===== src/rtl/pmem_arbiter_if.sv =====
// Requester-side and physical-memory-side signals of the pmem arbiter.
// The arbiter uses the slave view; the requester/memory side uses the master view.
interface pmem_arbiter_if #(
    parameter int NUM_PORTS  = 2,
    parameter int ADDR_WIDTH = 16,
    parameter int LINE_WIDTH = 128
);
    logic [NUM_PORTS-1:0][ADDR_WIDTH-1:0] req_address;
    logic [NUM_PORTS-1:0]                 req_read;
    logic [NUM_PORTS-1:0]                 req_write;
    logic [NUM_PORTS-1:0][LINE_WIDTH-1:0] req_wdata;
    logic [NUM_PORTS-1:0]                 req_resp;
    logic [LINE_WIDTH-1:0]                req_rdata;

    logic [ADDR_WIDTH-1:0]                pmem_address;
    logic                                 pmem_read;
    logic                                 pmem_write;
    logic [LINE_WIDTH-1:0]                pmem_wdata;
    logic                                 pmem_resp;
    logic [LINE_WIDTH-1:0]                pmem_rdata;

    modport slave (
        input  req_address, req_read, req_write, req_wdata, pmem_resp, pmem_rdata,
        output req_resp, req_rdata, pmem_address, pmem_read, pmem_write, pmem_wdata
    );

    modport master (
        output req_address, req_read, req_write, req_wdata, pmem_resp, pmem_rdata,
        input  req_resp, req_rdata, pmem_address, pmem_read, pmem_write, pmem_wdata
    );
endinterface


===== src/rtl/pmem_arbiter.sv =====
// Arbitrates NUM_PORTS cache-line requesters onto one physical-memory port,
// one latched transaction at a time, with stall timeout and protocol-error flags.
module pmem_arbiter #(
    parameter int NUM_PORTS      = 2,
    parameter int ADDR_WIDTH     = 16,
    parameter int LINE_WIDTH     = 128,
    parameter int RR_MODE        = 1,
    parameter int TIMEOUT_CYCLES = 255
) (
    input  logic                         clk,
    input  logic                         rst_n,
    pmem_arbiter_if.slave                bus,
    output logic [$clog2(NUM_PORTS)-1:0] grant_id,
    output logic                         busy,
    output logic                         timeout,
    output logic                         proto_err
);
    localparam int GW = $clog2(NUM_PORTS);
    localparam int CW = $clog2(TIMEOUT_CYCLES + 1);

    typedef enum logic {IDLE, BUSY} state_t;

    state_t                state_reg;
    logic [GW-1:0]         rr_ptr_reg;
    logic [GW-1:0]         grant_id_reg;
    logic [CW-1:0]         cnt_reg;
    logic [ADDR_WIDTH-1:0] pmem_address_reg;
    logic [LINE_WIDTH-1:0] pmem_wdata_reg;
    logic                  pmem_read_reg;
    logic                  pmem_write_reg;
    logic                  timeout_reg;
    logic                  proto_err_reg;

    logic [NUM_PORTS-1:0]  pending;
    logic [GW-1:0]         start_idx;
    logic [GW-1:0]         scan_idx;
    logic [GW:0]           scan_wide;
    logic [GW-1:0]         winner;
    logic                  found;

    assign pending = bus.req_read | bus.req_write;

    // First pending port at or after start_idx, wrapping; fixed priority starts at 0.
    always_comb begin
        winner    = '0;
        found     = 1'b0;
        scan_idx  = '0;
        scan_wide = '0;
        start_idx = (RR_MODE != 0) ? rr_ptr_reg : '0;
        for (int k = 0; k < NUM_PORTS; k++) begin
            scan_wide = {1'b0, start_idx} + (GW+1)'(k);
            if (scan_wide >= (GW+1)'(NUM_PORTS))
                scan_wide = scan_wide - (GW+1)'(NUM_PORTS);
            scan_idx = scan_wide[GW-1:0];
            if (!found && pending[scan_idx]) begin
                winner = scan_idx;
                found  = 1'b1;
            end
        end
    end

    always_ff @(posedge clk) begin
        if (!rst_n) begin
            state_reg        <= IDLE;
            rr_ptr_reg       <= '0;
            grant_id_reg     <= '0;
            cnt_reg          <= '0;
            pmem_address_reg <= '0;
            pmem_wdata_reg   <= '0;
            pmem_read_reg    <= 1'b0;
            pmem_write_reg   <= 1'b0;
            timeout_reg      <= 1'b0;
            proto_err_reg    <= 1'b0;
        end else begin
            case (state_reg)
                IDLE: begin
                    if (found) begin
                        pmem_address_reg <= bus.req_address[winner];
                        pmem_wdata_reg   <= bus.req_wdata[winner];
                        // Read+write together resolves to a write.
                        pmem_write_reg   <= bus.req_write[winner];
                        pmem_read_reg    <= ~bus.req_write[winner];
                        grant_id_reg     <= winner;
                        cnt_reg          <= '0;
                        if (RR_MODE != 0)
                            rr_ptr_reg <= (int'(winner) == NUM_PORTS - 1) ? '0 : winner + 1'b1;
                        if (bus.req_read[winner] && bus.req_write[winner])
                            proto_err_reg <= 1'b1;
                        state_reg <= BUSY;
                    end
                end
                BUSY: begin
                    if (bus.pmem_resp) begin
                        pmem_read_reg  <= 1'b0;
                        pmem_write_reg <= 1'b0;
                        state_reg      <= IDLE;
                    end else begin
                        if (cnt_reg != CW'(TIMEOUT_CYCLES))
                            cnt_reg <= cnt_reg + 1'b1;
                        if (cnt_reg == CW'(TIMEOUT_CYCLES - 1))
                            timeout_reg <= 1'b1;
                    end
                end
                default: state_reg <= IDLE;
            endcase
        end
    end

    // Completion is steered combinationally so the requester sees it in the pmem_resp cycle.
    generate
        for (genvar gi = 0; gi < NUM_PORTS; gi++) begin : g_resp
            assign bus.req_resp[gi] = (state_reg == BUSY) && bus.pmem_resp
                                      && (grant_id_reg == GW'(gi));
        end
    endgenerate

    assign bus.req_rdata    = bus.pmem_rdata;
    assign bus.pmem_address = pmem_address_reg;
    assign bus.pmem_wdata   = pmem_wdata_reg;
    assign bus.pmem_read    = pmem_read_reg;
    assign bus.pmem_write   = pmem_write_reg;
    assign grant_id         = grant_id_reg;
    assign busy             = (state_reg == BUSY);
    assign timeout          = timeout_reg;
    assign proto_err        = proto_err_reg;
endmodule

===== src/flat_wrapper.sv =====
// flat-port wrapper written by rule: the top's interface ports become plain ports
module pmem_arbiter_flat 
#(
    parameter int NUM_PORTS      = 2,
    parameter int ADDR_WIDTH     = 16,
    parameter int LINE_WIDTH     = 128,
    parameter int RR_MODE        = 1,
    parameter int TIMEOUT_CYCLES = 255
)
  (clk, rst_n, grant_id, busy, timeout, proto_err, bus_req_address, bus_req_read, bus_req_write, bus_req_wdata, bus_pmem_resp, bus_pmem_rdata, bus_req_resp, bus_req_rdata, bus_pmem_address, bus_pmem_read, bus_pmem_write, bus_pmem_wdata);
  pmem_arbiter_if #(.NUM_PORTS(NUM_PORTS), .ADDR_WIDTH(ADDR_WIDTH), .LINE_WIDTH(LINE_WIDTH)) bus_i ();
  input  logic clk;
  input  logic rst_n;
  output logic [$clog2(NUM_PORTS)-1:0] grant_id;
  output logic busy;
  output logic timeout;
  output logic proto_err;
  input wire logic [$bits(bus_i.req_address)-1:0] bus_req_address;
  input wire logic [$bits(bus_i.req_read)-1:0] bus_req_read;
  input wire logic [$bits(bus_i.req_write)-1:0] bus_req_write;
  input wire logic [$bits(bus_i.req_wdata)-1:0] bus_req_wdata;
  input wire logic [$bits(bus_i.pmem_resp)-1:0] bus_pmem_resp;
  input wire logic [$bits(bus_i.pmem_rdata)-1:0] bus_pmem_rdata;
  output wire logic [$bits(bus_i.req_resp)-1:0] bus_req_resp;
  output wire logic [$bits(bus_i.req_rdata)-1:0] bus_req_rdata;
  output wire logic [$bits(bus_i.pmem_address)-1:0] bus_pmem_address;
  output wire logic [$bits(bus_i.pmem_read)-1:0] bus_pmem_read;
  output wire logic [$bits(bus_i.pmem_write)-1:0] bus_pmem_write;
  output wire logic [$bits(bus_i.pmem_wdata)-1:0] bus_pmem_wdata;
  assign bus_i.req_address = bus_req_address;
  assign bus_i.req_read = bus_req_read;
  assign bus_i.req_write = bus_req_write;
  assign bus_i.req_wdata = bus_req_wdata;
  assign bus_i.pmem_resp = bus_pmem_resp;
  assign bus_i.pmem_rdata = bus_pmem_rdata;
  assign bus_req_resp = bus_i.req_resp;
  assign bus_req_rdata = bus_i.req_rdata;
  assign bus_pmem_address = bus_i.pmem_address;
  assign bus_pmem_read = bus_i.pmem_read;
  assign bus_pmem_write = bus_i.pmem_write;
  assign bus_pmem_wdata = bus_i.pmem_wdata;
  pmem_arbiter #(.NUM_PORTS(NUM_PORTS), .ADDR_WIDTH(ADDR_WIDTH), .LINE_WIDTH(LINE_WIDTH), .RR_MODE(RR_MODE), .TIMEOUT_CYCLES(TIMEOUT_CYCLES)) u_core (.clk(clk), .rst_n(rst_n), .bus(bus_i), .grant_id(grant_id), .busy(busy), .timeout(timeout), .proto_err(proto_err));
endmodule

===== config.mk =====
export PLATFORM = sky130hd
export DESIGN_NAME = pmem_arbiter_flat
export DESIGN_NICKNAME = d
export VERILOG_FILES = /design/src/rtl/pmem_arbiter_if.sv /design/src/rtl/pmem_arbiter.sv /design/src/flat_wrapper.sv
export SDC_FILE = /design/constraint.sdc
export NUM_CORES = 1
export LEC_CHECK = 0
export ABC_AREA = 1
export BUFFER_PORTS_ARGS = -buffer_cell sky130_fd_sc_hd__buf_2
export CAP_MARGIN = 10
export CORE_AREA = 2 2 276 278
export DETAILED_ROUTE_END_ITERATION = 6
export DIE_AREA = 0 0 278 280
export GPL_ROUTABILITY_DRIVEN = 1
export PLACE_DENSITY = 0.3
export SLEW_MARGIN = 20
export SYNTH_ARGS = -nofsm -noshare
export SYNTH_HDL_FRONTEND = slang
export SYNTH_SLANG_ARGS = --single-unit

===== constraint.sdc =====
create_clock -name clk -period 1.4 [get_ports clk]
set_clock_uncertainty 0.1 [all_clocks]
set_input_delay 0.21 -clock clk [delete_from_list [all_inputs] [get_ports clk]]
set_output_delay 0.21 -clock clk [all_outputs]
set_load 0.005 [all_outputs]

Word-level counts from Yosys, hierarchy flattened --
Cells that the tools add are included.
Storage, ports and cells: bits in registers 159, output and inout port bits 280
Operators by class: add/subtract/negate cells 5, order comparisons 5, equality and inequality tests 6, mux-type cells 31, bitwise gates (word level) 5, reduce and logical (&&, ||, !) cells 11
Operators with widths (count):
- 128-bit two-way mux | 2
- 16-bit two-way mux | 2
- 8-bit two-way mux | 3
- 1-bit two-way mux | 20
- 8-bit one-hot mux with 2 select lines | 1
- 3-bit AND reduction | 3
- 8-bit by 1-bit adder with 8-bit output (second input constant) | 1
- 8-bit equality test (second input constant) | 1
- 8-bit != test (second input constant) | 1
- 1-bit by 2-bit less-than comparator with 1-bit output (second input constant) | 3
- 2-bit != test (second input constant) | 3
- 1-bit one-hot mux with 2 select lines | 3
- 1-bit logical AND | 5
- 1-bit inverter | 4
- 2-bit AND reduction | 2
- 1-bit by 1-bit adder with 2-bit output (second input constant) | 1
- 1-bit by 2-bit >= comparator with 1-bit output (second input constant) | 1
- 2-bit >= comparator (second input constant) | 1
- 2-bit by 1-bit != test with 1-bit output (second input constant) | 1
- 2-bit OR | 1
- 1-bit subtractor (second input constant) | 2
- 1-bit adder (second input constant) | 1
- 1-bit logical NOT | 1

Longest topological paths before layout --
Gate-level depths: netlist of the first run.
depth after elaboration 13, mapped depth 9, depth with buffers taken out 9

Worst setup path before layout of the first run --
OpenSTA, ideal clock, no wires.
path type register -> register, from register u_core.state_reg, in the netlist u_core.busy, to register u_core.pmem_wdata_reg[111], in the netlist u_core.bus.pmem_wdata[111], data arrival time 1.320 ns, data required time 1.224 ns, slack -0.096 ns, stages on the path, launching flop included 8, path buffers 2, period minus slack after synthesis 1.496 ns, cell sequence dfxtp_1 > buf_2 > inv_2 > nand2_4 > a21oi_4 > clkbuf_1 > nand2_1 > a31oi_2
On the way: word-level cells in the longest chain between the ends 2
RTL lines:
- start: declaration | line pmem_arbiter.sv:23 | state_t state_reg;
- start signal: assignment | line pmem_arbiter.sv:64 | state_reg <= IDLE;
- start signal: assignment | line pmem_arbiter.sv:89 | state_reg <= BUSY;
- start signal: assignment | line pmem_arbiter.sv:96 | state_reg <= IDLE;
- 1-bit inverter
- 2-bit AND reduction (no line)
- end signal: assignment | line pmem_arbiter.sv:79 | pmem_wdata_reg <= bus.req_wdata[winner];
- end: declaration | line pmem_arbiter.sv:28 | logic [LINE_WIDTH-1:0] pmem_wdata_reg;
Every way passes these cells. A chain may end at the register's enable or synchronous reset.

Worst setup path after layout of the first run --
from register u_core.state_reg, in the netlist u_core.busy, to register u_core.pmem_wdata_reg[84], in the netlist u_core.bus.pmem_wdata[84]
The elaborated chain is that of the path after synthesis.

==> results of run 1 <==
==> power breakdown <==
| part | internal, mW | total [mW] | switching, mW |
|---|---|---|---|
| sequential | 4.98 | 5.23 | 0.251 |
| combinational | 2.34 | 4.32 | 1.98 |
| clock | 2.38 | 4.87 | 2.50 |
==> metal layers <==
layer / vias to the layer above / global-route usage, % / share of wire, %
met5: - / 0 / 0
met4: 0 / 4.92 / 3.9
met3: 82 / 3.30 / 6.7
met2: 393 / 15.5 / 49
met1: 4331 / 9.83 / 40
li1: 4632 / - / -
==> stage by stage <==
step,setup WS (ns),area [um2],total power [mW]
2_1_floorplan,-0.0201,7710,6.78
3_3_place_gp,-0.309,10700,8.25
3_5_place_dp,-0.331,10700,8.22
4_1_cts,-0.288,14400,14.1
5_1_grt,-0.356,15400,15.3
6_report,-0.270,15400,14.4
==> logic make-up after synthesis <==
| group | after synthesis | share of synthesized area [%] |
|---|---|---|
| and+or+nand+nor | 536 | 27.8 |
| buffers and inverters | 212 | 18.5 |
| DFF | 159 | 41.4 |
| AOI/OAI and AO/OA | 134 | 11.7 |
| adders and majority gates | 2 | 0.325 |
| xor gates and xnor gates | 3 | 0.342 |
==> worst paths after layout <==
| check | startpoint | to | cells after the start |
|---|---|---|---|
| max | u_core.busy$_SDFF_PN0_ | u_core.bus.pmem_wdata[84]$_SDFFE_PN0P_ | 9 |
| min | bus_pmem_resp | u_core.bus.pmem_read$_SDFFE_PN0P_ | 5 |
| max reg2reg | u_core.busy$_SDFF_PN0_ | u_core.bus.pmem_wdata[84]$_SDFFE_PN0P_ | 9 |
| min reg2reg | u_core.proto_err$_SDFFE_PN0P_ | u_core.proto_err$_SDFFE_PN0P_ | 2 |
==> cell type report <==
type / count / area, um2 / area share [%]
Sequential cell: 159 / 3200 / 20.7
Clock buffer: 18 / 429 / 2.78
Tap cell: 978 / 1220 / 7.93
Multi-Input combinational cell: 675 / 3660 / 23.7
Timing Repair Buffer: 843 / 6660 / 43.2
Inverter: 20 / 105 / 0.681
Clock inverter: 14 / 145 / 0.941
==> worst min-delay path, stage by stage <==
cell	delay (ns)
buf_2	0.12
nand2_4	0.07
buf_6	0.13
o211ai_1	0.08
a21oi_1	0.04
==> cell usage in the layout, fill, tap and decap left out, drive strengths merged, types with 4 or more instances in the layout <==
cell / Yosys / final
buf: 171 / 541
nand2: 438 / 438
dlygate4sd3: 0 / 290
dfxtp: 159 / 159
a31oi: 117 / 117
nand3: 65 / 65
clkbuf: 21 / 30
nor2: 30 / 30
inv: 20 / 28
a21oi: 11 / 11
clkinv: 0 / 4
o21ai: 4 / 4
==> timing repair <==
item	4_1_cts	5_1_grt
setup endpoints to repair	162	162
pin swaps	10	28
gates cloned	3	15
resized for setup	33	175
hold buffers	290	0
endpoints found under the hold margin	146	0
buffers inserted	5	10
==> metrics.yaml, run 1 <==
cp.arrival_ns: 1.99
synth_edf_count: 0
gp_congestion: 0.742
n_antenna_cell: 0
irDropWorstVdd_mv: 0.749
numPlacedInstances: 2354
vias: 9438
power_density_nw_per_um2: 935
drtIter0Drc: 363
die_width_um: 278
syn_inst: 1046
final_core_util_pct: 20.5
cp_slowest_cell: "dfxtp_4"
cpMostUsedCell: "buf_16"
yosys-top-cells-area: "dfxtp_1 (41%), nand2_1 (21%), buf_4 (13%)"
layout-drive-gt1-share_pct: 42.5
synthesis.area_um2: 7690
area_delta_synth_final_pct: 101
synthFlopType: "dfxtp_1"
hpwl_mm: 27.1
timing.final.max_slew_violations: 0
synth.distinct_cells: 26
yosysTopAreaCell: "dfxtp_1"
antenna_found_initial: 0
fin_crit_ns: 1.67
totalWireLength_mm: 39.7
yosysMostFrequentCell: "nand2_1"
wl_per_cell_um: 14.7
die_area_um2: 77800
status: "finished with violations"
crit_path_end_kind: "flop"
crit_family: "buffers and inverters"
drtAntennaViolNets: 0
reg2reg_setup_slack_ns: -0.27
async_flop_share_pct: 0
drtPass1Iterations: 4
yosys_warnings: 0
cts-root-buf: "clkbuf_16"
std_cell_rows: 101
cts_buffer_depth: 2
worstPathRequired_ns: 1.72
cts_tree: "yes"
synth_top_area_share_pct: 41.4
clk_pin_slew_ns: 0.09
clk_latency_ns: 0.48
worst_slack_ns: -0.270
io_buffers: 446
synth-seq-cells: 159
final.fill_count: 8411
hold_viol: 0
worst-path-buf-inv: 5
boundaryPins: 703
failed_checks: "negative setup slack"
synthTopCellsByCount: "nand2_1 (427), dfxtp_1 (159), buf_4 (137)"
grt_pass1_vias: 9712
worstPathCellList: "buf_6, inv_6, nand2_8, a21oi_4, buf_12, buf_16, buf_16, nand2_2, a31oi_2"
worst_hold_slack_ns: 0.119
htree_levels: 4
cts_sinks: 159
drc: 0
relSlewSlack_pct: 75.7
crit_fanout: 7
worstSetupPathType: "flop to flop"
seq_area_frac_synth_pct: 41.4
max_freq_ghz: 0.599
grt-ovfl-total: 0
cp_slowest_stage_delay_ns: 0.35
syn_nets: 1471
cts_made_buffers: 17
rsz0062_at_grt: "true"
initial_core_util_pct: 10.2
p_leak_nw: 6.92
finalSetupTns_ns: -29.80
die_h_um: 280
syn_avg_cell_area_um2: 7.35
largest_reg_flops: 128
maxCapViolations: 0
vias_per_cell: 3.49
gr-usage-all-layers_pct: 9.09
grt_max_degree: 56
worst_setup_path_start_kind: "flop"
nNetsFinal: 2141
stdcell_count: 2707
worst_pin_slew_ns: 0.365
setup_viol: 149
fin_crit_sh_pct: 119
hold_path.class: "primary input to flop"
grt_pass1_wl_mm: 54.1
core_area_um2: 75200
Power figures use the tool's default switching activity.
==> run 2, diff against run 1 <==
Settings changed: PLACE_DENSITY 0.3 to default, PLACE_DENSITY_LB_ADDON from default to 0.08, SKIP_LAST_GASP from default to 1.
==> run 2 against run 1 <==
  * The flow still finishes with violations (negative setup slack)
  * Core utilization rose by 0.36 points
  * Design area rose by 1.8%
  * Via count rose by 0.25%
  * Total power rose by 2.2%
  * Setup slack improved by 0.034 ns
  * First-iteration DRC count fell by 20%
  * Die area did not move
  * Wire length rose by 12%
  * Maximum frequency rose by 2.1%
  * Clock power rose by 2%
  * Sequential share of layout area fell by 0.38 points
  * Register-to-register slack improved by 0.03 ns
  * Critical path type unchanged
==> metrics.yaml, run 2 (synthesis results as in run 1) <==
final_common_cell: "buf_2"
nNetsFinal: 2150  # +0.42%
max_freq_ghz: 0.611  # +2.1%
grt_pass1_vias: 9867  # +1.6%
core_area_um2: 75200  # unchanged
crit_path_end_kind: "flop"
die_width_um: 278  # unchanged
final.fill_count: 8400  # -0.13%
largest_reg_flops: 128  # unchanged
vias_per_cell: 3.48  # -0.11%
worstPathCellList: "buf_6, inv_6, nand2_8, a21oi_4, buf_12, buf_12, buf_12, buf_16, nand2_2, a31oi_1"
layout-drive-gt1-share_pct: 42.8  # +0.24 points
worst_slack_ns: -0.236  # +0.0342 ns
boundaryPins: 703  # unchanged
multi_input_area_um2: 3670  # +0.38%
wl_met1_mm: 18.1  # +13%
worst_hold_slack_ns: 0.0868  # -0.0321 ns
cp_slowest_cell: "dfxtp_4"
timing.final.max_slew_violations: 0  # unchanged
maxCapViolations: 0  # unchanged
cts_made_buffers: 17  # unchanged
die_area_um2: 77800  # unchanged
topRoutingLayerUsed: "met5"
io_buffers: 446  # unchanged
cts-root-buf: "clkbuf_16"
grt_pass1_wl_mm: 63.1  # +17%
area_delta_synth_final_pct: 104
initial_core_util_pct: 10.2  # unchanged
fin_crit_sh_pct: 117  # -2.4 points
cp.arrival_ns: 1.95  # -0.04 ns
vias: 9462  # +0.25%
p_leak_nw: 6.89  # -0.54%
grt-ovfl-total: 0  # unchanged
drc: 0  # unchanged
failed_checks: "negative setup slack"
worst-path-buf-inv: 6  # +1
hold_viol: 0  # unchanged
die_h_um: 280  # unchanged
drtIter0Drc: 290  # -20%
stdcell_count: 2717  # +0.37%
worstPathRequired_ns: 1.72  # about the same
setup_viol: 150  # +0.67%
totalWireLength_mm: 44.3  # +12%
power_density_nw_per_um2: 939  # +0.42%
rsz0062_at_grt: "true"
irDropWorstVdd_mv: 0.736  # -1.7%
wl_per_cell_um: 16.3  # +11%
htree_levels: 4  # unchanged
drtPass1Iterations: 6  # +2
drtAntennaViolNets: 0  # unchanged
clk_pin_slew_ns: 0.08  # about the same
relSlewSlack_pct: 73.7  # -2.0 points
cpMostUsedCell: "buf_12"
pre_cts_ws_ns: -0.618  # -0.286 ns
clk_latency_ns: 0.47  # about the same
fin_crit_ns: 1.64  # -0.0342 ns
worstSetupPathType: "flop to flop"
seqCellArea_um2: 3190  # -0.12%
cts_tree: "yes"
worst_setup_path_start_kind: "flop"
met3_wirelength_mm: 2.85  # +7.1%
cts_buffer_depth: 2  # unchanged
route.met2.wl_mm: 21.8  # +12%
antenna_found_initial: 2  # +2
hpwl_mm: 31.3  # +15%
cts_sinks: 159  # unchanged
grt_max_degree: 44  # -21%
worst_pin_slew_ns: 0.395  # +0.0294 ns
status: "finished with violations"
numPlacedInstances: 2352  # -0.085%
final_cell_mix: "buf_2 (443), nand2_1 (353), dlygate4sd3_1 (289), dfxtp_1 (152), a31oi_1 (103)"
gp_congestion: 0.719  # -3.1%
crit_family: "buffers and inverters"
finalSetupTns_ns: -24.88  # +4.93 ns
cp_slowest_stage_delay_ns: 0.35  # about the same
gr-usage-all-layers_pct: 11.0  # +1.9 points
hold_path.class: "primary input to flop"
std_cell_rows: 101  # unchanged
crit_fanout: 7  # unchanged
## run 2: where the power goes
group / leakage [nW] / total (mW) / internal, mW / switching (mW)
Sequential: 1.32 / 5.22 / 4.98 / 0.245
Combinational: 5.29 / 4.56 / 2.49 / 2.08
Clock: 0.277 / 4.95 / 2.38 / 2.57
Total: 6.89 / 14.7 / 9.85 / 4.89
## run 2: layer usage
metal,up-vias,track usage (%)
met2,337,18.7
li1,4662,-
met5,-,0
met3,87,3.83
met4,2,4.95
met1,4374,12.4
## run 2: worst paths after layout
check | start | endpoint | slack, ns | cells after the start
setup / recovery | u_core.busy$_SDFF_PN0_ | u_core.bus.pmem_wdata[66]$_SDFFE_PN0P_ | -0.24 | 10
hold / removal | bus_req_read[0] | u_core.proto_err$_SDFFE_PN0P_ | 0.09 | 5
setup reg to reg | u_core.busy$_SDFF_PN0_ | u_core.bus.pmem_wdata[66]$_SDFFE_PN0P_ | -0.24 | 10
hold reg to reg | u_core.bus.pmem_wdata[98]$_SDFFE_PN0P_ | u_core.bus.pmem_wdata[98]$_SDFFE_PN0P_ | 0.37 | 2
## run 2: what timing repair did
| item | CTS | global route |
|---|---|---|
| endpoints found under the setup margin | 163 | 160 |
| cloned | 11 | 8 |
| pin swaps | 7 | 57 |
| buffers inserted | 21 | 9 |
| resized for setup | 52 | 167 |
| hold buffers | 289 | 0 |
| endpoints found under the hold margin | 145 | 0 |
## run 2: per-stage QoR
step                instance area (um2)  utilization [%]  power, mW
floorplan                          7710                -       6.78
global placement                  10700             14.2       8.41
detailed placement                10700             14.2       8.36
CTS                               14900             19.9       14.8
global route                      15700             20.9       15.7
finish                            15700             20.9       14.7
## run 2: cell type report
cell class / count / area share [%]
Sequential cell: 159 / 20.4
Clock inverter: 14 / 0.941
Inverter: 20 / 0.622
Clock buffer: 18 / 2.73
Multi-Input combinational cell: 675 / 23.4
Timing Repair Buffer: 852 / 44.1
Tap cell: 978 / 7.80
Antenna cell: 1 / 0.0159
## run 2: worst reg2reg max path, cell delays in order, from the launching register on
cell	delay (ns)
dfxtp_4	0.35
buf_6	0.13
inv_6	0.06
nand2_8	0.06
a21oi_4	0.17
buf_12	0.13
buf_12	0.15
buf_12	0.13
buf_16	0.12
nand2_2	0.04
a31oi_1	0.15
==> run 3, diff against run 2 <==
Settings changed: SKIP_CTS_REPAIR_TIMING from default to 1.
==> run 3 against run 2 <==
  * The run still ends with negative setup slack left
  * Clock power about the same
  * Total power rose by 1.5%
  * First-iteration DRC count is 16% lower
  * Sequential cell count unchanged
  * Critical endpoint is now u_core.bus.pmem_wdata[11]$_SDFFE_PN0P_
==> metrics.yaml, run 3 (synthesis results as in run 1) <==
status: "finished with violations"
failed_checks: "negative setup slack"
worstPathCellList: "buf_6, buf_6, nor2_4, buf_12, buf_12, buf_12, buf_12, nand2_1, a31oi_1"
sw_frac_of_total_pct: 33.4  # +0.25 points
cpMostUsedCell: "buf_12"
clk_pin_slew_ns: 0.08  # about the same
cp_slowest_cell: "dfxtp_4"
numPlacedInstances: 2352  # unchanged
grt_max_degree: 44  # unchanged
die_h_um: 280  # unchanged
relSlewSlack_pct: 77.4  # +3.7 points
clk_latency_ns: 0.47  # about the same
hold_viol: 0  # unchanged
worst-path-buf-inv: 6  # unchanged
fin_crit_sh_pct: 118  # +0.71 points
crit_family: "buffers and inverters"
worstPathRequired_ns: 1.71  # about the same
n_antenna_cell: 0  # -1
drtIter0Drc: 245  # -16%
vias: 9627  # +1.7%
max_freq_ghz: 0.607  # -0.60%
hold_path.class: "primary input to flop"
cts-root-buf: "clkbuf_16"
cp.arrival_ns: 1.96  # about the same
timing.final.max_slew_violations: 0  # unchanged
initial_core_util_pct: 10.2  # unchanged
vias_per_cell: 3.53  # +1.4%
final_cell_mix: "buf_2 (443), nand2_1 (352), dlygate4sd3_1 (288), dfxtp_1 (153), a31oi_1 (100)"
layout-drive-gt1-share_pct: 43.6  # +0.82 points
gr-usage-all-layers_pct: 10.2  # -0.79 points
drtPass1Iterations: 4  # -2
cts_tree: "yes"
final_common_cell: "buf_2"
cts_made_buffers: 17  # unchanged
power_density_nw_per_um2: 932  # -0.73%
drc: 0  # unchanged
setup_viol: 152  # +1.3%
stdcell_count: 2727  # +0.37%
die_width_um: 278  # unchanged
boundaryPins: 703  # unchanged
std_cell_rows: 101  # unchanged
core_area_um2: 75200  # unchanged
p_int_mw: 9.96  # +1.1%
crit_fanout: 8  # +1
antenna_found_initial: 1  # -1
totalWireLength_mm: 45.7  # +3.2%
drtAntennaViolNets: 0  # unchanged
wl_per_cell_um: 16.8  # +2.8%
combinationalPowerShare_pct: 31.9  # +0.9 points
grt_pass1_wl_mm: 57.8  # -8.3%
cts_sinks: 159  # unchanged
crit_path_end_kind: "flop"
htree_levels: 4  # unchanged
worstSetupPathType: "flop to flop"
rsz0062_at_grt: "true"
grt-ovfl-total: 0  # unchanged
worst_setup_path_start_kind: "flop"
maxCapViolations: 0  # unchanged
clkPwrFrac_pct: 33.2  # -0.4 points
fin_crit_ns: 1.65  # +0.00992 ns
cts_buffer_depth: 2  # unchanged
final.fill_count: 8406  # +0.071%
p_leak_nw: 7.07  # +2.7%
worst_pin_slew_ns: 0.339  # -0.0556 ns
grt_pass1_vias: 8517  # -14%
final_core_util_pct: 21.3  # +0.47 points
irDropWorstVdd_mv: 0.733  # -0.41%
nNetsFinal: 2161  # +0.51%
hpwl_mm: 31.3  # unchanged
io_buffers: 446  # unchanged
die_area_um2: 77800  # unchanged
p_sw_mw: 5.00  # +2.3%
cp_slowest_stage_delay_ns: 0.35  # about the same
area_delta_synth_final_pct: 109
largest_reg_flops: 128  # unchanged
worst_slack_ns: -0.246  # -0.00992 ns
gp_congestion: 0.719  # unchanged
seq_power_share_pct: 34.9  # -0.5 points
run 3: cell type report:
class | count | area [um2] | area share [%]
multi-input combinational | 675 | 3800 | 23.7
inverter | 20 | 105 | 0.655
timing repair buffer | 863 | 7150 | 44.6
sequential | 159 | 3190 | 19.9
tap | 978 | 1220 | 7.62
clock buffer | 18 | 429 | 2.67
clock inverter | 14 | 148 | 0.920
run 3: path summary, 6_finish.rpt:
check / start / end / slack, ns / depth (start not counted)
max: u_core.busy$_SDFF_PN0_ / u_core.bus.pmem_wdata[11]$_SDFFE_PN0P_ / -0.25 / 9
min reg2reg: u_core.bus.pmem_wdata[98]$_SDFFE_PN0P_ / u_core.bus.pmem_wdata[98]$_SDFFE_PN0P_ / 0.37 / 2
max reg2reg: u_core.busy$_SDFF_PN0_ / u_core.bus.pmem_wdata[11]$_SDFFE_PN0P_ / -0.25 / 9
min: rst_n / u_core.rr_ptr_reg$_SDFFE_PN0P_ / 0.05 / 3
run 3: per-stage QoR:
| step | total power, mW | setup TNS (ns) | instance area (um2) | hold WS [ns] | worst slack (ns) |
|---|---|---|---|---|---|
| 2_1_floorplan | 6.78 | -0.402 | 7710 | 0.223 | -0.0201 |
| 3_5_place_dp | 8.36 | -79.91 | 10700 | 0.314 | -0.618 |
| 6_report | 15.0 | -27.14 | 16000 | 0.0481 | -0.246 |
| 4_1_cts | 13.6 | -33.18 | 11300 | -0.247 | -0.760 |
| 5_1_grt | 15.9 | -39.73 | 16000 | 0.0240 | -0.338 |
| 3_3_place_gp | 8.41 | -83.57 | 10700 | 0.312 | -0.636 |
run 3: worst min-delay path, cell delays in order:
cell and delay, ns:
buf_2 0.19, nand2_8 0.12, o21ai_1 0.06
run 3: power groups by stage:
stage                     Clock (mW)  Combinational [mW]  Sequential [mW]
after floorplan                    0                1.45             5.34
after global placement             0                3.08             5.33
after detailed placement           0                3.05             5.32
after CTS                       5.30                3.06             5.22
after global routing            5.38                5.20             5.28
final                           4.96                4.78             5.22
run 3: metal layers:
| layer | vias to the layer above | GRT usage [%] | share of wire [%] | wire length [um] |
|---|---|---|---|---|
| met5 | - | 0 | 0.028 | 13 |
| met4 | 2 | 4.74 | 3.4 | 1550 |
| met3 | 87 | 4.55 | 6.7 | 3050 |
| met2 | 365 | 16.9 | 49 | 22200 |
| met1 | 4483 | 11.2 | 41 | 18900 |
| li1 | 4690 | - | - | - |
